## config.mk

```make
export PLATFORM = sky130hd
export DESIGN_NAME = result_copy_scheduler
export DESIGN_NICKNAME = d
export VERILOG_FILES = /design/src/rtl/result_copy_scheduler_pkg.sv /design/src/rtl/result_copy_scheduler_rr_arbiter.sv /design/src/rtl/result_copy_scheduler.sv
export SDC_FILE = /design/constraint.sdc
export NUM_CORES = 1
export LEC_CHECK = 0
export ABC_AREA = 1
export CORE_AREA = 2 2 264 266
export DETAILED_ROUTE_END_ITERATION = 8
export DIE_AREA = 0 0 266 268
export GPL_ROUTABILITY_DRIVEN = 0
export MAX_ROUTING_LAYER = met4
export SLEW_MARGIN = 15
export SYNTH_ARGS = -nofsm -noshare
export SYNTH_HDL_FRONTEND = slang
export SYNTH_SLANG_ARGS = --single-unit
```

## constraint.sdc

```tcl
create_clock -name clk -period 3.9 [get_ports clk]
set_input_delay 0.39 -clock clk [delete_from_list [all_inputs] [get_ports clk]]
set_output_delay 0.39 -clock clk [all_outputs]
set_load 0.05 [all_outputs]
```

## src/rtl/result_copy_scheduler_pkg.sv

```systemverilog
// Shared types and constants for the result-copy scheduler.
package result_copy_pkg;

  localparam int OFFSET_W      = 32;
  localparam int WORDS_W       = 32;
  localparam int ADDR_W        = 64;
  localparam int CNT_W         = 32;
  // Cycles the engine gets to raise busy after a kick before we give up.
  localparam int START_TIMEOUT = 4;

  typedef enum logic [2:0] {
    IDLE,
    ISSUE,
    WAIT_START,
    WAIT_DONE,
    ZERO
  } state_t;

endpackage

```

## src/rtl/result_copy_scheduler_rr_arbiter.sv

```systemverilog
// Round-robin picker: first asserted request at or after ptr, wrapping.
module rr_arbiter #(
  parameter int NUM_REQ = 4
) (
  input  logic [NUM_REQ-1:0]         req,
  input  logic [$clog2(NUM_REQ)-1:0] ptr,
  output logic                       gnt_vld,
  output logic [$clog2(NUM_REQ)-1:0] gnt_idx
);

  localparam int IDX_W = $clog2(NUM_REQ);

  logic [IDX_W-1:0] idx;

  // Scan from the pointer upward; the first hit wins.
  always_comb begin
    gnt_vld = 1'b0;
    gnt_idx = '0;
    idx     = '0;
    for (int k = 0; k < NUM_REQ; k++) begin
      idx = IDX_W'((int'(ptr) + k) % NUM_REQ);
      if (!gnt_vld && req[idx]) begin
        gnt_vld = 1'b1;
        gnt_idx = idx;
      end
    end
  end

endmodule

```

## src/rtl/result_copy_scheduler.sv

```systemverilog
// Shares one result-copy engine between NUM_REQ producers with round-robin
// grants, local completion of zero-length requests and a hang watchdog.
module result_copy_scheduler
  import result_copy_pkg::*;
#(
  parameter int NUM_REQ        = 4,
  parameter int TIMEOUT_CYCLES = 2**20
) (
  input  logic                         clk,
  input  logic                         reset_n,
  input  logic [NUM_REQ-1:0]           req,
  input  logic [NUM_REQ*OFFSET_W-1:0]  req_offset,
  input  logic [NUM_REQ*WORDS_W-1:0]   req_words,
  input  logic [NUM_REQ*ADDR_W-1:0]    req_memory_addr,
  output logic [NUM_REQ-1:0]           done,
  output logic                         copy_kick,
  input  logic                         copy_busy,
  output logic [OFFSET_W-1:0]          copy_offset,
  output logic [WORDS_W-1:0]           copy_words,
  output logic [ADDR_W-1:0]            copy_memory_addr,
  output logic [$clog2(NUM_REQ)-1:0]   grant_id,
  output logic                         active,
  output logic                         error,
  output logic [CNT_W-1:0]             completed_count
);

  localparam int IDX_W = $clog2(NUM_REQ);

  logic [OFFSET_W-1:0] off_a   [NUM_REQ];
  logic [WORDS_W-1:0]  words_a [NUM_REQ];
  logic [ADDR_W-1:0]   addr_a  [NUM_REQ];

  for (genvar g = 0; g < NUM_REQ; g++) begin : g_unpack
    assign off_a[g]   = req_offset[OFFSET_W*g +: OFFSET_W];
    assign words_a[g] = req_words[WORDS_W*g +: WORDS_W];
    assign addr_a[g]  = req_memory_addr[ADDR_W*g +: ADDR_W];
  end

  state_t           state, state_d;
  logic [IDX_W-1:0] rr_ptr;
  logic [IDX_W-1:0] arb_idx;
  logic             arb_vld;
  logic [CNT_W-1:0] wait_cnt;
  logic             take;
  logic             finish;
  logic             kick_d;
  logic             err_set;

  rr_arbiter #(.NUM_REQ(NUM_REQ)) u_arb (
    .req     (req),
    .ptr     (rr_ptr),
    .gnt_vld (arb_vld),
    .gnt_idx (arb_idx)
  );

  // Next-state and per-cycle decisions; every output is registered below.
  always_comb begin
    state_d = state;
    take    = 1'b0;
    finish  = 1'b0;
    kick_d  = 1'b0;
    err_set = 1'b0;
    case (state)
      IDLE: begin
        if (!copy_busy && arb_vld) begin
          take    = 1'b1;
          state_d = (words_a[arb_idx] == '0) ? ZERO : ISSUE;
        end
      end
      ISSUE: begin
        kick_d  = 1'b1;
        state_d = WAIT_START;
      end
      WAIT_START: begin
        if (copy_busy) begin
          state_d = WAIT_DONE;
        end else if (wait_cnt == CNT_W'(START_TIMEOUT - 1)) begin
          err_set = 1'b1;
          state_d = IDLE;
        end
      end
      WAIT_DONE: begin
        if (!copy_busy) begin
          finish  = 1'b1;
          state_d = IDLE;
        end else if (TIMEOUT_CYCLES != 0 &&
                     wait_cnt == CNT_W'(TIMEOUT_CYCLES - 1)) begin
          err_set = 1'b1;
          state_d = IDLE;
        end
      end
      ZERO: begin
        finish  = 1'b1;
        state_d = IDLE;
      end
      default: state_d = IDLE;
    endcase
  end

  // State register and the wait counter, which restarts on every state change.
  always_ff @(posedge clk or negedge reset_n) begin
    if (!reset_n) begin
      state    <= IDLE;
      wait_cnt <= '0;
    end else begin
      state <= state_d;
      if (state_d != state) begin
        wait_cnt <= '0;
      end else if (state == WAIT_START || state == WAIT_DONE) begin
        wait_cnt <= wait_cnt + 1'b1;
      end
    end
  end

  // Grant capture, engine arguments, completion bookkeeping and status flags.
  always_ff @(posedge clk or negedge reset_n) begin
    if (!reset_n) begin
      grant_id         <= '0;
      rr_ptr           <= '0;
      copy_offset      <= '0;
      copy_words       <= '0;
      copy_memory_addr <= '0;
      copy_kick        <= 1'b0;
      done             <= '0;
      active           <= 1'b0;
      error            <= 1'b0;
      completed_count  <= '0;
    end else begin
      copy_kick <= kick_d;
      active    <= (state_d == ISSUE) || (state_d == WAIT_START) ||
                   (state_d == WAIT_DONE);
      done      <= finish ? (NUM_REQ'(1) << grant_id) : '0;
      if (take) begin
        grant_id         <= arb_idx;
        copy_offset      <= off_a[arb_idx];
        copy_words       <= words_a[arb_idx];
        copy_memory_addr <= addr_a[arb_idx];
      end
      if (finish) begin
        rr_ptr          <= (grant_id == IDX_W'(NUM_REQ - 1)) ? '0 : grant_id + 1'b1;
        completed_count <= completed_count + 1'b1;
      end
      if (err_set) begin
        error <= 1'b1;
      end
    end
  end

endmodule
```

==> metrics.md <==
| Metric | Value |
|---|---|
| Startpoint Class | `register` |
| Post-Synthesis Cells | `about 1600` |
| Critical Path AT | `~4.0 ns` |
| Lkg Pwr | `between 8 and 9 nW` |
| Comb power frac | `0.698` |
| Cell breakdown of the critical path | `inv_6 -> nand2_1 -> nand2_2 -> nand2_1 -> nand2_2 -> nor2_4 -> nand3_2 -> nand3_4 -> buf_12 -> inv_6 -> nand2_1 -> nand3_1 -> nand2_1 -> nand2_1 -> nor2_1 -> nand2_1 -> nor2_1 -> nand3_1 -> nand2_1 -> inv_1 -> nand2_4 -> buf_12 -> nor2_1` |
| Worst Path Max Fanout | `77` |
| Nets | `2786` |
| Hold Vio Cnt, Final | `0` |
| R2r setup slk | `0.36 ns` |
| Initial DRC Count | `roughly 940` |
| FF-to-FF path depth | `23` |
| Tcrit/Tclk final | `0.907` |
| Clock skew | `between 0.02 and 0.025 ns` |
| Detailed placement HPWL | `46.7 mm` |
| Fmax | `between 200 and 300 MHz` |
| Via count | `14000` |
| Max-slew headroom | `0.437` |
| Inst Count DP | `roughly 3100` |
| Synth cell types | `34` |
| CP top delay family | `simple AND/OR/NAND/NOR gates` |
| Pins Over Slew Limit | `0` |
| Critical path required time | `around 4.4 ns` |
| Worst Max-Slew Pin Slew | `approximately 0.84 ns` |
| Clock Latency Late Sink | `approximately 0.57 ns` |
| Worst r2r src | `rr_ptr[0]` |
| Vias in the first global route | `13800` |
| Fin Setup TNS | `0 ns` |
| Chip width | `approximately 270 µm` |
| CP max stage cell | `dfrtp_1` |
| Finish-stage setup viols | `0` |
| Run status | `finished clean` |
| Leading cell type in the layout, fill and taps excluded | `clkdlybuf4s50_1` |
| Largest net degree at the start of global routing | `130` |
| Die H | `around 270 µm` |
| Synthesized area | `around 13000 µm²` |
| Initial antenna violation count | `4` |
| Total iterations of the first detailed-routing run | `5` |
| CTS tree | `built` |
| Syn. warnings | `0` |
| DR DRC count | `0` |
| Avg WL per Cell | `~19 µm` |
| Net Sw Frac | `0.544` |
| Setup bufs post-CTS | `0` |
| Root Buffer | `clkbuf_16` |
| Clk sink count | `approximately 200` |
| Commonest cells after routing, fill and taps aside | `clkdlybuf4s50_1 (686), nand2_1 (344), dfrtp_1 (206)` |
| Seq pwr share | `0.177` |
| RR Endpoint | `wait_cnt[0]` |
| Post-synthesis register bit count | `206` |
| Fin cells | `roughly 3200` |
| Power share of the clock group | `0.125` |
| All-Layer GR Usage | `0.162` |
| Max stage delay on crit path | `0.59 ns` |
| Final Util | `0.314` |
| Multi-input gate area | `6810 µm²` |
| Syn avg cell area | `7.81 µm²` |
| Fillers | `about 7200` |
| Sequential share of the synthesized area | `0.404` |
| Register area | `5150 µm²` |
| Clock slew at reported path FFs | `~0.06 ns` |
| Die ar. | `71300 µm²` |
| Sw Pwr | `about 11 mW` |
| Core Region | `approximately 70000 µm²` |
| Final antenna-violating net count | `0` |
| Max VDD drop | `~0.69 mV` |
| Total gr overflow | `0` |
| H-tree levels | `1` |
| Min Tclk post-route | `around 3.5 ns` |
| CP Class | `reg -> reg` |
| Mapped Nets | `about 2200` |
| Cell area power density | `~900 nW/µm²` |
| Worst path buffer plus inverter count | `5` |
| I/O pin total | `688` |
| Top post-synthesis cells by area | `dfrtp_1 (40%), nand2_1 (10%), o211ai_1 (5.7%)` |
| Routed wire length | `59.4 mm` |
| RSZ-0062 raised after global routing | `false` |
| Crit path capture type | `register` |
| # port buffers | `between 600 and 700` |
| Most used cell, CP | `nand2_1` |
| Yosys top cell by area | `dfrtp_1` |
| Int Pwr | `between 8 and 9 mW` |
| Initial Util | `0.187` |
| Top cell type's share of synthesized area | `0.404` |
| Cts bufs inserted | `26` |
| Max-cap violations | `0` |
| Site row count | `between 90 and 100` |
| Clock Path Buffers | `3` |
| Worst hold path type | `in -> async` |
| Fraction of layout cells with a size suffix above 1 | `0.0782` |
| Routed vias/inst | `4.44` |
| First-pass GRT wire length | `approximately 86 mm` |
| Synth-to-Final Area Change | `68.1%` |
==> registers in the layout (all words and copies together) (netlist names) <==
signal,count
active,1
wait_cnt,32
grant_id,2
copy_offset,32
error,1
copy_words,32
done,4
completed_count,32
rr_ptr,2
copy_memory_addr,64
state,3
copy_kick,1
==> worst max-delay path by stage <==
| stage | from | depth (start not counted) | slack (ns) | end |
|---|---|---|---|---|
| final | rr_ptr[0] | 23 | 0.36 | wait_cnt[0] |
| after global routing | rr_ptr[0] | 24 | 0.02 | wait_cnt[0] |
| after CTS | rr_ptr[0] | 23 | 0.43 | wait_cnt[0] |
| after detailed placement | req[3] | 23 | 0.25 | wait_cnt[0] |
| after global placement | req[3] | 23 | 0.35 | wait_cnt[31] |
| after floorplan | completed_count[0] | 12 | 1.30 | completed_count[28] |
==> final cells by class <==
cell class,count,share of cell area
antenna,3,0.000350
tap,882,0.0515
clock inverter,10,0.00496
multi-input combinational,1244,0.318
sequential,206,0.241
timing repair buffer,714,0.338
inverter,69,0.0126
clock buffer,34,0.0341
==> through the flow <==
step | hold WS, ns | power [mW] | setup slack (ns) | cell area (µm²)
2_1_floorplan | 0.0944 | 12.5 | 1.30 | 12700
3_3_place_gp | 0.454 | 17.0 | 0.352 | 20600
3_5_place_dp | 0.453 | 17.0 | 0.251 | 20600
4_1_cts | 0.410 | 19.6 | 0.427 | 21400
5_1_grt | 0.452 | 20.8 | 0.0194 | 21400
6_report | 0.395 | 19.4 | 0.363 | 21400
==> Yosys cell counts <==
| master | n |
|---|---|
| dfrtp_1 | 206 |
| o211ai_1 | 96 |
| nor3_2 | 2 |
| nand2_2 | 9 |
| xor2_1 | 46 |
| inv_1 | 63 |
| buf_1 | 8 |
| nand3b_1 | 2 |
| nand2_1 | 346 |
| nor2_2 | 24 |
| nand3_2 | 3 |
| ha_1 | 6 |
| xnor2_1 | 13 |
| mux2i_1 | 45 |
| nor4_1 | 12 |
| o21bai_1 | 43 |
| a31oi_1 | 43 |
| nor3_1 | 22 |
| clkbuf_1 | 60 |
| nor2_1 | 176 |
| a221o_1 | 3 |
| o21ai_0 | 129 |
| nand4_1 | 58 |
| or2_2 | 50 |
| inv_6 | 1 |
| nor2_4 | 11 |
| clkinv_1 | 1 |
| a21oi_1 | 3 |
| nand2_4 | 1 |
| buf_6 | 8 |
| buf_4 | 6 |
| inv_2 | 4 |
| nand3_1 | 101 |
| buf_2 | 32 |
==> worst register-to-register path, stage by stage (launching register included) <==
cell     delay, ns
dfrtp_1       0.59
inv_6         0.09
nand2_1       0.09
nand2_2       0.09
nand2_1       0.10
nand2_2       0.08
nor2_4        0.12
nand3_2       0.14
nand3_4       0.13
buf_12        0.30
inv_6         0.27
nand2_1       0.12
nand3_1       0.07
nand2_1       0.10
nand2_1       0.07
nor2_1        0.10
nand2_1       0.08
nor2_1        0.15
nand3_1       0.13
nand2_1       0.08
inv_1         0.06
nand2_4       0.11
buf_12        0.25
nor2_1        0.09
==> power groups by stage <==
stage | clock network [mW] | registers [mW] | logic, mW
detailed placement | 0 | 3.46 | 13.6
finish | 2.41 | 3.44 | 13.5
global route | 2.58 | 3.53 | 14.6
floorplan | 0 | 5.72 | 6.75
CTS | 2.50 | 3.45 | 13.6
global placement | 0 | 3.45 | 13.6
==> metal layers <==
layer | track usage | up-vias | wire (µm)
met4 | 0.0480 | 0 | 1870
met3 | 0.0528 | 98 | 5560
li1 | - | 6825 | -
met2 | 0.258 | 565 | 27700
met1 | 0.196 | 6556 | 24300
met5 | - | - | 0
==> what timing repair did <==
item | in CTS | in global routing
gates resized for setup | 0 | 0
endpoints found under the hold margin | 79 | 0
hold buffers | 1 | 0
==> cell families after synthesis <==
family / share of synthesized area
buffers and inverters: 0.0639
flip-flops: 0.404
multiplexers: 0.0353
adder cells (fa/ha/maj): 0.00589
AO/OA/AOI/OAI: 0.157
AND/OR/NAND/NOR: 0.293
XOR/XNOR: 0.0405
No activity file was read; power rests on OpenSTA's default activity.
